==> src/rtl/word_serializer_pkg.sv <==
// Shared types and constants for the word serializer slice.
// Defaults, the FSM state encoding and the even-parity helper.
package word_serializer_pkg;

  localparam int DEF_WIDTH = 32;
  localparam int DEF_CNT_W = 6;
  // The parity helper takes a fixed-size vector; words up to 64 bits are zero-extended into it.
  localparam int PAR_MAX_W = 64;

  typedef enum logic [1:0] {
    IDLE   = 2'd0,
    SHIFT  = 2'd1,
    PARITY = 2'd2
  } state_e;

  // Even parity over a zero-padded word; padding bits do not change the XOR.
  function automatic logic even_parity(input logic [0:PAR_MAX_W-1] word);
    return ^word;
  endfunction

endpackage

==> src/rtl/word_serializer_if.sv <==
// Parallel-load handshake and serial link signals of the word serializer.
// The master side loads words and observes the link; the slave side is the serializer.
interface word_serializer_if
  import word_serializer_pkg::*;
#(
  parameter int WIDTH = DEF_WIDTH
);

  logic [0:WIDTH-1] din;
  logic             load_valid;
  logic             load_ready;
  logic             sout;
  logic             sout_valid;
  logic             frame;
  logic             done;

  modport master (
    output din, load_valid,
    input  load_ready, sout, sout_valid, frame, done
  );

  modport slave (
    input  din, load_valid,
    output load_ready, sout, sout_valid, frame, done
  );

endinterface

==> src/rtl/word_serializer_bit_counter.sv <==
// Bit-position counter for the serializer: clear on load, count while shifting,
// saturate at the last index. Flags the last and second-to-last positions.
module ser_bit_counter
  import word_serializer_pkg::*;
#(
  parameter int CNT_W = DEF_CNT_W,
  parameter int LAST  = DEF_WIDTH - 1
) (
  input  logic clk,
  input  logic rst_n,
  input  logic clr,
  input  logic en,
  output logic at_last,
  output logic near_last
);

  logic [CNT_W-1:0] count_q, count_d;

  assign at_last   = (count_q == CNT_W'(LAST));
  assign near_last = (count_q == CNT_W'(LAST - 1));

  always_comb begin
    count_d = count_q;
    if (clr) begin
      count_d = '0;
    end else if (en && !at_last) begin
      count_d = count_q + 1'b1;
    end
  end

  // NOTE: sequential state uses non-blocking assignments so every flop samples pre-edge values.
  always_ff @(posedge clk or negedge rst_n) begin
    if (!rst_n) begin
      count_q <= '0;
    end else begin
      count_q <= count_d;
    end
  end

endmodule

==> src/rtl/word_serializer.sv <==
// Parallel-to-serial word unloader, element [0] first, with frame/valid/done framing.
// Optional even-parity trailer bit when SERIALIZER_PARITY_EN is defined.
module word_serializer
  import word_serializer_pkg::*;
#(
  parameter int WIDTH = DEF_WIDTH,
  parameter int CNT_W = DEF_CNT_W
) (
  input  logic             clk,
  input  logic             reset,
  word_serializer_if.slave bus
);

  state_e           state_q, state_d;
  logic [0:WIDTH-1] word_q, word_d;
  logic             sout_q, sout_d;
  logic             sout_valid_q, sout_valid_d;
  logic             frame_q, frame_d;
  logic             done_q, done_d;
  logic             cnt_clr, cnt_en;
  logic             at_last, near_last;

`ifdef SERIALIZER_PARITY_EN
  logic                 parity_q, parity_d;
  logic [0:PAR_MAX_W-1] par_ext;
`endif

  ser_bit_counter #(
    .CNT_W (CNT_W),
    .LAST  (WIDTH - 1)
  ) u_bit_counter (
    .clk       (clk),
    .rst_n     (reset),
    .clr       (cnt_clr),
    .en        (cnt_en),
    .at_last   (at_last),
    .near_last (near_last)
  );

  assign bus.load_ready = (state_q == IDLE);
  assign bus.sout       = sout_q;
  assign bus.sout_valid = sout_valid_q;
  assign bus.frame      = frame_q;
  assign bus.done       = done_q;

  // NOTE: every always_comb output gets a default first, so no path can infer a latch.
  always_comb begin
    state_d      = state_q;
    word_d       = word_q;
    sout_d       = 1'b0;
    sout_valid_d = 1'b0;
    frame_d      = 1'b0;
    done_d       = 1'b0;
    cnt_clr      = 1'b0;
    cnt_en       = 1'b0;
`ifdef SERIALIZER_PARITY_EN
    parity_d              = parity_q;
    par_ext               = '0;
    par_ext[0:WIDTH-1]    = bus.din;
`endif

    unique case (state_q)
      IDLE: begin
        if (bus.load_valid) begin
          state_d      = SHIFT;
          word_d       = bus.din;
          sout_d       = bus.din[0];
          sout_valid_d = 1'b1;
          frame_d      = 1'b1;
          cnt_clr      = 1'b1;
`ifdef SERIALIZER_PARITY_EN
          parity_d     = even_parity(par_ext);
`endif
        end
      end

      SHIFT: begin
        if (at_last) begin
`ifdef SERIALIZER_PARITY_EN
          state_d      = PARITY;
          sout_d       = parity_q;
          sout_valid_d = 1'b1;
          done_d       = 1'b1;
`else
          state_d      = IDLE;
`endif
        end else begin
          // The word shifts toward index 0, so word_q[1] is always the next bit out.
          cnt_en       = 1'b1;
          word_d       = {word_q[1:WIDTH-1], 1'b0};
          sout_d       = word_q[1];
          sout_valid_d = 1'b1;
`ifndef SERIALIZER_PARITY_EN
          done_d       = near_last;
`endif
        end
      end

      PARITY: begin
        state_d = IDLE;
      end

      default: begin
        state_d = IDLE;
      end
    endcase
  end

  // NOTE: the captured word is an ordinary register, not a memory, so it is cleared on reset too.
  always_ff @(posedge clk or negedge reset) begin
    if (!reset) begin
      state_q      <= IDLE;
      word_q       <= '0;
      sout_q       <= 1'b0;
      sout_valid_q <= 1'b0;
      frame_q      <= 1'b0;
      done_q       <= 1'b0;
    end else begin
      state_q      <= state_d;
      word_q       <= word_d;
      sout_q       <= sout_d;
      sout_valid_q <= sout_valid_d;
      frame_q      <= frame_d;
      done_q       <= done_d;
    end
  end

`ifdef SERIALIZER_PARITY_EN
  always_ff @(posedge clk or negedge reset) begin
    if (!reset) begin
      parity_q <= 1'b0;
    end else begin
      parity_q <= parity_d;
    end
  end
`endif

endmodule

==> src/flat_wrapper.sv <==
// flat-port wrapper written by rule: the top's interface ports become plain ports
module word_serializer_flat import word_serializer_pkg::*;
#(
  parameter int WIDTH = DEF_WIDTH,
  parameter int CNT_W = DEF_CNT_W
)
  (clk, reset, bus_din, bus_load_valid, bus_load_ready, bus_sout, bus_sout_valid, bus_frame, bus_done);
  word_serializer_if #(.WIDTH(WIDTH)) bus_i ();
  input  logic clk;
  input  logic reset;
  input wire logic [$bits(bus_i.din)-1:0] bus_din;
  input wire logic [$bits(bus_i.load_valid)-1:0] bus_load_valid;
  output wire logic [$bits(bus_i.load_ready)-1:0] bus_load_ready;
  output wire logic [$bits(bus_i.sout)-1:0] bus_sout;
  output wire logic [$bits(bus_i.sout_valid)-1:0] bus_sout_valid;
  output wire logic [$bits(bus_i.frame)-1:0] bus_frame;
  output wire logic [$bits(bus_i.done)-1:0] bus_done;
  assign bus_i.din = bus_din;
  assign bus_i.load_valid = bus_load_valid;
  assign bus_load_ready = bus_i.load_ready;
  assign bus_sout = bus_i.sout;
  assign bus_sout_valid = bus_i.sout_valid;
  assign bus_frame = bus_i.frame;
  assign bus_done = bus_i.done;
  word_serializer #(.WIDTH(WIDTH), .CNT_W(CNT_W)) u_core (.clk(clk), .reset(reset), .bus(bus_i));
endmodule
==> config.mk <==
export PLATFORM = sky130hd
export DESIGN_NAME = word_serializer_flat
export DESIGN_NICKNAME = d
export VERILOG_FILES = /design/src/rtl/word_serializer_pkg.sv /design/src/rtl/word_serializer_if.sv /design/src/rtl/word_serializer_bit_counter.sv /design/src/rtl/word_serializer.sv /design/src/flat_wrapper.sv
export SDC_FILE = /design/constraint.sdc
export NUM_CORES = 1
export LEC_CHECK = 0
export ABC_AREA = 1
export BUFFER_PORTS_ARGS = -buffer_cell sky130_fd_sc_hd__buf_2
export CAP_MARGIN = 20
export CORE_MARGIN = 5
export CORE_UTILIZATION = 40
export CTS_BUF_LIST = sky130_fd_sc_hd__clkbuf_8
export DETAILED_ROUTE_END_ITERATION = 10
export GPL_ROUTABILITY_DRIVEN = 0
export PLACE_DENSITY = 0.68
export SLEW_MARGIN = 20
export SYNTH_ARGS = -nofsm -noshare
export SYNTH_HDL_FRONTEND = slang
export SYNTH_SLANG_ARGS = --single-unit
==> constraint.sdc <==
create_clock -name clk -period 2.6 [get_ports clk]
set_clock_uncertainty 0.1 [all_clocks]
set_input_delay 0.52 -clock clk [delete_from_list [all_inputs] [get_ports clk]]
set_output_delay 0.52 -clock clk [all_outputs]
set_load 0.1 [all_outputs]
==> impl_metrics.toml, run 1 <==
[die]
die_width_um = 82.7
floorplan.die_area_mm2 = 0.00684
core_mm2 = 0.00511
start_util = 0.414
fp-row-count = 26
io-pin-count = 40
die_height_um = 82.7

[clock_tree]
htree_num_levels = 2
post_cts.resized_instances = 0
max-clock-path-buffers = 2
number_of_hold_buffers_added_after_cts = 0
cts_root_buffer = "sky130_fd_sc_hd__clkbuf_8"
cts_made_buffers = 5
clock_sink_count = 42
clock_transition_at_the_registers_of_the_reported_paths_ns = 0.08
clock_insertion_delay_worst_skew_ns = 0.29
post_cts_setup_buffer_count = 0
cts_tree = "built"

[sta]
min_period_over_period = 0.786
hold_viol = 0
tightestPinTransition_ns = 0.669
worst_slew_margin = 0.554
maxClockFrequency_mhz = 489
final.hold.worst_slack_ns = 0.154
finalCriticalPeriod_ns = 2.04
finalSetupTns_ns = 0
setup_viol = 0
maxSlewViolCount = 0
rsz0062_at_grt = "no"

[finish]
diodes = 0
syn_to_final_growth_pct = 16.4
fin_nets = 366
fillerInstances = 532
layout_cells_sized_above_1 = 0.167

[power]
sw_frac_of_total = 0.413
max-vdd-ir-drop_mv = 0.423
power.share.clock = 0.188
p_int_uw = 1550
seqPwrFrac = 0.411
cellPowerDensity_mw_per_mm2 = 1070
total_power_uw = 2640
combinationalPowerShare = 0.401
net-switching-power_uw = 1090
power_leakage_uw = 0.00144

[flow_run]
cap_viol_max_count = 0

[drt]
drc = 0
ant_nets = 0
met2_length_um = 2150
detailed_routing_wirelength_on_met1_um = 2190
routed-wl-met3_um = 256
route.detailed.wl_per_inst_um = 11.6
final_wirelength_um = 4650
max_layer_used = "met4"
ratio_of_routed_vias_to_standard_cells = 4.71
detail_route.iter0.violations = 104
via_count = 1885
drtPass1Iterations = 5

[grt]
grt_max_degree = 39
grt_pass1_vias = 1792
grt_usage = 0.154
grt_pass1_wl_um = 8040
antenna_found_initial = 0
overflow_after_grt = 0

[critical_path]
timing.critical_path.fanout_max = 20
r2r.worst_path.cells = 6
setup.worst_path.class = "reg2out"
end_kind = "output pin"
crit_arrival_ns = 1.42
worst_setup_path_start_kind = "flop"
critPathRequiredTime_ns = 1.98

[placement]
dp.final_hpwl_um = 3070
port_buffers = 39

[logic_synthesis]
avgSynthCellArea_um2 = 7.22
synthCells = 293
synth.yosys.warnings = 0
postSynthRegisterBits = 42
synth.lib_cells_used.distinct = 15
syn-cell-area_mm2 = 0.00211
synth_sequential_area_ratio = 0.497
synthesis.nets = 330

[status]
status = "finished, final reports clean"

[min_path]
hold_path_class = "in2async"
[synthesized netlist by cell type, drive strengths merged]
library cell	count	area [um^2]
clkbuf	7	26.3
nand3	41	210
ha	2	25.0
o21bai	1	11.3
dfrtp	42	1050
inv	7	26.3
nor2	6	22.5
a21oi	1	5.00
xnor2	1	8.76
nand2	173	649
buf	10	68.8
o21ai	2	10.0
[sequential cells by signal, summed over array words and instances (netlist names)]
name	count
u_core.u_bit_counter.count_q	6
u_core.bus.frame	1
u_core.bus.sout_valid	1
u_core.bus.sout	1
u_core.bus.done	1
u_core.state_q	1
u_core.word_q	31
[cells in the final DEF (no fill, tap or decap)]
master | Yosys | layout
sky130_fd_sc_hd__nand2_1 | 173 | 173
sky130_fd_sc_hd__xnor2_1 | 1 | 1
sky130_fd_sc_hd__dfrtp_1 | 42 | 42
sky130_fd_sc_hd__inv_2 | 1 | 1
sky130_fd_sc_hd__buf_4 | 0 | 7
sky130_fd_sc_hd__nand3_2 | 1 | 1
sky130_fd_sc_hd__o21ai_0 | 2 | 2
sky130_fd_sc_hd__ha_1 | 2 | 2
sky130_fd_sc_hd__nand3_1 | 40 | 40
sky130_fd_sc_hd__o21bai_2 | 1 | 1
sky130_fd_sc_hd__buf_2 | 7 | 39
sky130_fd_sc_hd__nor2_1 | 6 | 6
sky130_fd_sc_hd__clkbuf_8 | 0 | 5
sky130_fd_sc_hd__a21oi_1 | 1 | 1
sky130_fd_sc_hd__inv_1 | 6 | 8
sky130_fd_sc_hd__bufinv_16 | 0 | 1
[cells by family after synthesis]
| logic type | synth area share |
|---|---|
| fa+ha+maj | 0.0118 |
| buf+inv | 0.0574 |
| simple gates | 0.417 |
| flops | 0.497 |
| compound gates | 0.0124 |
| xor+xnor | 0.00414 |
[through the flow]
| step | std cells | worst slack, ns | utilization | cell area, um^2 |
|---|---|---|---|---|
| after detailed placement | 392 | 0.661 | 0.461 | 2350 |
| after floorplan | 293 | 0.462 | - | 2110 |
| after global placement | 392 | 0.748 | 0.461 | 2350 |
| final | 400 | 0.556 | 0.482 | 2460 |
| after CTS | 400 | 0.526 | 0.482 | 2460 |
| after global routing | 400 | 0.443 | 0.482 | 2460 |
[final timing paths]
path	startpoint	end	slack [ns]
worst max-delay path	u_core.state_q[0]$_DFFE_PN0P_	bus_load_ready	0.56
worst min-delay path	reset	u_core.u_bit_counter.count_q[0]$_DFFE_PN0P_	0.15
worst max register to register	u_core.state_q[0]$_DFFE_PN0P_	u_core.word_q[22]$_DFFE_PN0P_	0.67
worst min register to register	u_core.word_q[31]$_DFFE_PN0P_	u_core.word_q[31]$_DFFE_PN0P_	0.41
max in group asynchronous	reset	u_core.word_q[24]$_DFFE_PN0P_	1.66
min in group clk	bus_din[0]	u_core.word_q[31]$_DFFE_PN0P_	0.32
[worst max-delay path, cell delays in order (launching register included)]
cell and delay, ns:
sky130_fd_sc_hd__dfrtp_1 0.39, sky130_fd_sc_hd__inv_2 0.25, sky130_fd_sc_hd__buf_2 0.49
[metal layers]
metal,vias up,track usage
met5,-,0
met4,0,0.0441
met3,6,0.0390
met2,41,0.258
met1,862,0.197
li1,976,-
[power by group through the flow]
stage,logic (uW),registers (uW),clock network [uW]
2_1_floorplan,777,1170,0
6_report,1060,1090,496
4_1_cts,1080,1090,516
3_3_place_gp,1060,1090,0
5_1_grt,1240,1120,544
3_5_place_dp,1080,1090,0
[area by class of cell]
type | count | area (um^2) | area share
clock inverters | 3 | 37.5 | 0.0153
well taps | 70 | 87.6 | 0.0356
multi-input cells | 227 | 942 | 0.383
inverters | 7 | 26.3 | 0.0107
clock buffers | 5 | 68.8 | 0.0280
flip-flops and latches | 42 | 1050 | 0.427
repair buffers | 46 | 248 | 0.101
Power figures use the tool's default switching activity.
==> run 2, diff against run 1 <==
==> constraint.sdc (replaced) <==
create_clock -name clk -period 2.1 [get_ports clk]
set_clock_uncertainty 0.1 [all_clocks]
set_input_delay 0.42 -clock clk [delete_from_list [all_inputs] [get_ports clk]]
set_output_delay 0.42 -clock clk [all_outputs]
set_load 0.1 [all_outputs]
==> run 2 against run 1 <==
Against the previous run: critical path depth unchanged; sequential share of layout area about the same; power up 21%; wire length down 2.6%; die area unchanged; clock power up 6.5%; core utilization about the same; via count down 1.2%.
==> impl_metrics.toml, run 2 (same netlist as run 1, synthesis figures left out) <==
[drt]
via_count = 1862
routed-wl-met3_um = 241
max_layer_used = "met4"
met2_length_um = 2100
detail_route.iter0.violations = 123
drtPass1Iterations = 4
detailed_routing_wirelength_on_met1_um = 2130
drc = 0
route.detailed.wl_per_inst_um = 11.3
ant_nets = 0
ratio_of_routed_vias_to_standard_cells = 4.66
final_wirelength_um = 4530

[status]
status = "finished, final reports clean"

[clock_tree]
cts_root_buffer = "sky130_fd_sc_hd__clkbuf_8"
post_cts_setup_buffer_count = 0
clock_insertion_delay_worst_skew_ns = 0.29
number_of_hold_buffers_added_after_cts = 0
post_cts.resized_instances = 0
max-clock-path-buffers = 2
htree_num_levels = 2
cts_tree = "built"
cts_made_buffers = 5
clock_sink_count = 42
clock_transition_at_the_registers_of_the_reported_paths_ns = 0.07

[finish]
fillerInstances = 531
diodes = 0
syn_to_final_growth_pct = 16.3
register_containing_the_most_flip_flops_in_the_final_layout = "u_core.word_q"
fin_nets = 366
post-route-util = 0.481
most-common-layout-cells = "sky130_fd_sc_hd__nand2_1 (173), sky130_fd_sc_hd__dfrtp_1 (42), sky130_fd_sc_hd__nand3_1 (40), sky130_fd_sc_hd__buf_2 (39), sky130_fd_sc_hd__inv_1 (7)"
reg_top3 = "u_core.word_q: 31 flops, u_core.u_bit_counter.count_q: 6 flops"
mostFrequentLayoutCell = "sky130_fd_sc_hd__nand2_1"
largest_register_ffs = 31
layout_cells_sized_above_1 = 0.170

[critical_path]
max_stage_delay_ns = 0.49
ff2ff_setup_slack_ns = 0.46
worst_path_dominant_cell_family = "buffers and inverters"
crit_arrival_ns = 1.42
r2r.worst_path.cells = 6
setup.worst_path.class = "reg2out"
worst_path_max_delay_cell = "sky130_fd_sc_hd__buf_2"
timing.critical_path.fanout_max = 20
critical_path.reg2reg.endpoint = "u_core.word_q[3]$_DFFE_PN0P_"
end_kind = "output pin"
r2r-start = "u_core.u_bit_counter.count_q[1]$_DFFE_PN0P_"
worstPathCellList = "inv_2 > buf_2"
worst_setup_path_start_kind = "flop"
critPathRequiredTime_ns = 1.58
buffer_and_inverter_count_on_the_worst_path = 2

[die]
start_util = 0.414
core_mm2 = 0.00511
die_width_um = 82.7
io-pin-count = 40
fp-row-count = 26
die_height_um = 82.7
floorplan.die_area_mm2 = 0.00684

[power]
power_leakage_uw = 0.00144
total_power_uw = 3200
cellPowerDensity_mw_per_mm2 = 1300
max-vdd-ir-drop_mv = 0.604

[grt]
antenna_found_initial = 0
grt_max_degree = 43
overflow_after_grt = 0
grt_usage = 0.149
grt_pass1_wl_um = 7870
grt_pass1_vias = 1749

[placement]
dp.final_hpwl_um = 3010
post-place-ws_ns = 0.456
port_buffers = 39

[sta]
setup_viol = 0
rsz0062_at_grt = "no"
finalSetupTns_ns = 0
maxSlewViolCount = 0
hold_viol = 0
setup_slack_ns = 0.163
maxClockFrequency_mhz = 516
final.hold.worst_slack_ns = 0.0797
worst_slew_margin = 0.649
finalCriticalPeriod_ns = 1.94
tightestPinTransition_ns = 0.527
min_period_over_period = 0.922

[flow_run]
cap_viol_max_count = 0

[min_path]
hold_path_class = "in2async"
## run 2: cell count changes in the layout (fill, tap and decap cells not counted), sizes merged
| cell | delta |
|---|---|
| clkbuf | +1 |
| clkinv | +1 |
| inv | -1 |
| bufinv | -1 |
## run 2: stage by stage
stage	area (um^2)	cells
floorplan	2110	293
global placement	2370	392
detailed placement	2370	392
CTS	2460	400
global route	2460	400
finish	2460	400
## run 2: layout make-up
type	instances	area, um^2	area share
clock buffers	6	82.6	0.0336
clock inverters	2	8.76	0.00356
flip-flops and latches	42	1050	0.427
multi-input cells	227	942	0.383
well taps	70	87.6	0.0356
inverters	7	26.3	0.0107
repair buffers	46	260	0.106
## run 2: how the worst max path moves through the flow
stage	startpoint	to	depth (start not counted)
detailed placement	u_core.state_q[0]$_DFFE_PN0P_	bus_load_ready	2
global route	u_core.state_q[0]$_DFFE_PN0P_	bus_load_ready	2
global placement	u_core.state_q[0]$_DFFE_PN0P_	bus_load_ready	2
floorplan	u_core.state_q[0]$_DFFE_PN0P_	bus_load_ready	2
finish	u_core.state_q[0]$_DFFE_PN0P_	bus_load_ready	2
CTS	u_core.state_q[0]$_DFFE_PN0P_	bus_load_ready	2
## run 2: where the power goes
part,total (uW),internal [uW],switching [uW]
clock,528,261,267
combinational,1330,451,879
sequential,1350,1140,204
total,3200,1850,1350
## run 2: layer usage
layer / up-vias / track usage
met5: - / 0
met4: 0 / 0.0441
met3: 4 / 0.0325
met2: 40 / 0.240
met1: 840 / 0.201
li1: 978 / -
==> run 3, diff against run 2 <==
--- a/config.mk
+++ b/config.mk
@@ -5,7 +5,7 @@
 export SDC_FILE = /design/constraint.sdc
 export NUM_CORES = 1
 export LEC_CHECK = 0
-export ABC_AREA = 1
+export ABC_AREA = 0
 export BUFFER_PORTS_ARGS = -buffer_cell sky130_fd_sc_hd__buf_2
 export CAP_MARGIN = 20
 export CORE_MARGIN = 5
@@ -13,7 +13,8 @@
 export CTS_BUF_LIST = sky130_fd_sc_hd__clkbuf_8
 export DETAILED_ROUTE_END_ITERATION = 10
 export GPL_ROUTABILITY_DRIVEN = 0
-export PLACE_DENSITY = 0.68
+export PLACE_DENSITY = 0.67
+export SKIP_LAST_GASP = 1
 export SLEW_MARGIN = 20
 export SYNTH_ARGS = -nofsm -noshare
 export SYNTH_HDL_FRONTEND = slang
==> run 3 against run 2 <==
Against the previous run: area after synthesis increased by 12%; highest routed layer unchanged; critical path depth unchanged; power is 21% higher; sequential share of layout area is 4.2 points lower; final cell count decreased by 7.2%.
==> impl_metrics.toml, run 3 <==
[critical_path]
ff2ff_setup_slack_ns = 0.35
r2r.worst_path.cells = 5
setup.worst_path.class = "reg2out"
critPathRequiredTime_ns = 1.58
worst_setup_path_start_kind = "flop"
end_kind = "output pin"
r2r-start = "u_core.u_bit_counter.count_q[1]$_DFFE_PN0P_"
timing.critical_path.fanout_max = 15
critical_path.reg2reg.endpoint = "u_core.word_q[13]$_DFFE_PN0P_"
crit_arrival_ns = 1.26

[sta]
finalSetupTns_ns = 0
worst_slew_margin = 0.548
min_period_over_period = 0.848
maxSlewViolCount = 0
finalCriticalPeriod_ns = 1.78
maxClockFrequency_mhz = 562
hold_viol = 0
tightestPinTransition_ns = 0.678
setup_viol = 0
rsz0062_at_grt = "no"

[logic_synthesis]
syn-cell-area_mm2 = 0.00238
synth.lib_cells_used.distinct = 30
avgSynthCellArea_um2 = 9.07
synthCells = 262
synthMostInstantiatedCell = "sky130_fd_sc_hd__dfrtp_1"
synth.yosys.warnings = 0
dominantRegCellSynth = "sky130_fd_sc_hd__dfrtp_1"
synthesis.nets = 299
postSynthRegisterBits = 42
most_common_library_cells_after_synthesis = "sky130_fd_sc_hd__dfrtp_1 (42), sky130_fd_sc_hd__nor2b_1 (34), sky130_fd_sc_hd__a31oi_1 (32), sky130_fd_sc_hd__o21ai_0 (31), sky130_fd_sc_hd__nand3_1 (29)"
area_share_of_the_largest_cell_type_after_synthesis = 0.442
synth-edff-count = 0
netlist.top_cell.by_area = "sky130_fd_sc_hd__dfrtp_1"
asyncSetResetFlopFracSynth = 1.00
synth_top_cells_by_area = "sky130_fd_sc_hd__dfrtp_1 (44%), sky130_fd_sc_hd__nor2b_1 (9.0%), sky130_fd_sc_hd__a211oi_1 (8.8%)"
synth_sequential_area_ratio = 0.442

[clock_tree]
clock_transition_at_the_registers_of_the_reported_paths_ns = 0.08
number_of_hold_buffers_added_after_cts = 0
htree_num_levels = 2
cts_root_buffer = "sky130_fd_sc_hd__clkbuf_8"
post_cts_setup_buffer_count = 0
post_cts.resized_instances = 0
cts_tree = "built"
clock_sink_count = 42
clock_insertion_delay_worst_skew_ns = 0.29
cts_made_buffers = 5
max-clock-path-buffers = 2

[drt]
route.detailed.wl_per_inst_um = 15.7
via_count = 2167
drc = 0
drtPass1Iterations = 4
detail_route.iter0.violations = 145
final_wirelength_um = 5830
ant_nets = 0
ratio_of_routed_vias_to_standard_cells = 5.84

[power]
p_int_uw = 2150
power.share.clock = 0.127
cellPowerDensity_mw_per_mm2 = 1430
sw_frac_of_total = 0.447
net-switching-power_uw = 1740
power_leakage_uw = 0.00110
max-vdd-ir-drop_mv = 0.924
combinationalPowerShare = 0.489
seqPwrFrac = 0.384

[finish]
register_containing_the_most_flip_flops_in_the_final_layout = "u_core.word_q"
reg_top3 = "u_core.word_q: 31 flops, u_core.u_bit_counter.count_q: 6 flops"
fin_nets = 332
fillerInstances = 569
mostFrequentLayoutCell = "sky130_fd_sc_hd__dfrtp_1"
final_cell_count_no_fill = 371
diodes = 0
largest_register_ffs = 31
layout_cells_sized_above_1 = 0.206
syn_to_final_growth_pct = 14.7
most-common-layout-cells = "sky130_fd_sc_hd__dfrtp_1 (41), sky130_fd_sc_hd__buf_2 (38), sky130_fd_sc_hd__nor2b_1 (34), sky130_fd_sc_hd__a31oi_1 (32), sky130_fd_sc_hd__o21ai_0 (31)"

[die]
die_height_um = 87.1
io-pin-count = 40
die_width_um = 87.1
start_util = 0.406
core_mm2 = 0.00585
floorplan.die_area_mm2 = 0.00758
fp-row-count = 28

[grt]
grt_usage = 0.161
antenna_found_initial = 0
grt_max_degree = 31
grt_pass1_wl_um = 9690
grt_pass1_vias = 2024
overflow_after_grt = 0

[placement]
place_inst = 363
port_buffers = 39
dp.final_hpwl_um = 3860

[flow_run]
cap_viol_max_count = 0

[status]
status = "finished, final reports clean"

[min_path]
hold_path_class = "in2async"
run 3: power by group through the flow:
| stage | Combinational, uW | Clock, uW | Sequential [uW] |
|---|---|---|---|
| floorplan | 1370 | 0 | 1570 |
| global placement | 1880 | 0 | 1490 |
| detailed placement | 1900 | 0 | 1500 |
| CTS | 1910 | 514 | 1480 |
| global route | 2110 | 547 | 1550 |
| finish | 1900 | 493 | 1490 |
run 3: final cells by class:
type / instances / area, um^2 / area share
multi-input combinational: 189 / 1160 / 0.426
sequential: 42 / 1050 / 0.386
timing repair buffer: 55 / 330 / 0.121
tap: 75 / 93.8 / 0.0344
clock buffer: 5 / 68.8 / 0.0252
clock inverter: 3 / 11.3 / 0.00413
inverter: 2 / 7.51 / 0.00275
run 3: metal layers:
metal | routed length [um] | global-route usage | vias up | share of wire
met5 | 0 | 0 | - | 0
met4 | 24 | 0.0382 | 0 | 0.0041
met3 | 309 | 0.0435 | 2 | 0.053
met2 | 2770 | 0.253 | 49 | 0.47
met1 | 2730 | 0.221 | 1066 | 0.47
li1 | - | - | 1050 | -
run 3: how the worst max path moves through the flow:
stage	startpoint	to	slack (ns)	cells after the start
2_1_floorplan	u_core.state_q[0]$_DFFE_PN0P_	u_core.word_q[14]$_DFFE_PN0P_	0.38	4
3_3_place_gp	u_core.u_bit_counter.count_q[1]$_DFFE_PN0P_	u_core.word_q[7]$_DFFE_PN0P_	0.38	5
3_5_place_dp	bus_load_valid	u_core.word_q[22]$_DFFE_PN0P_	0.37	5
4_1_cts	u_core.state_q[0]$_DFFE_PN0P_	bus_load_ready	0.31	2
5_1_grt	u_core.u_bit_counter.count_q[1]$_DFFE_PN0P_	u_core.word_q[4]$_DFFE_PN0P_	0.15	5
6_report	u_core.state_q[0]$_DFFE_PN0P_	bus_load_ready	0.32	2
run 3: kinds of logic (layout without fill, tap and decap cells):
group	Yosys count	after routing	synth area share
buf+inv	31	65	0.0685
simple gates	81	81	0.190
fa+ha+maj	2	2	0.0105
mux	2	2	0.00843
compound gates	104	104	0.280
flops	42	42	0.442
run 3: per-stage QoR:
stage | power [uW] | setup WS [ns] | hold slack (ns) | cell area (um^2) | util
2_1_floorplan | 2940 | 0.381 | 0.0244 | 2380 | -
3_3_place_gp | 3370 | 0.382 | 0.398 | 2650 | 0.452
3_5_place_dp | 3400 | 0.373 | 0.404 | 2650 | 0.452
4_1_cts | 3910 | 0.311 | 0.0893 | 2730 | 0.466
5_1_grt | 4200 | 0.153 | 0.105 | 2730 | 0.466
6_report | 3890 | 0.320 | 0.0626 | 2730 | 0.466
run 3: worst max-delay path: stages (launching register included):
cell and delay [ns]:
sky130_fd_sc_hd__dfrtp_2 0.51, sky130_fd_sc_hd__inv_1 0.24, sky130_fd_sc_hd__buf_12 0.21
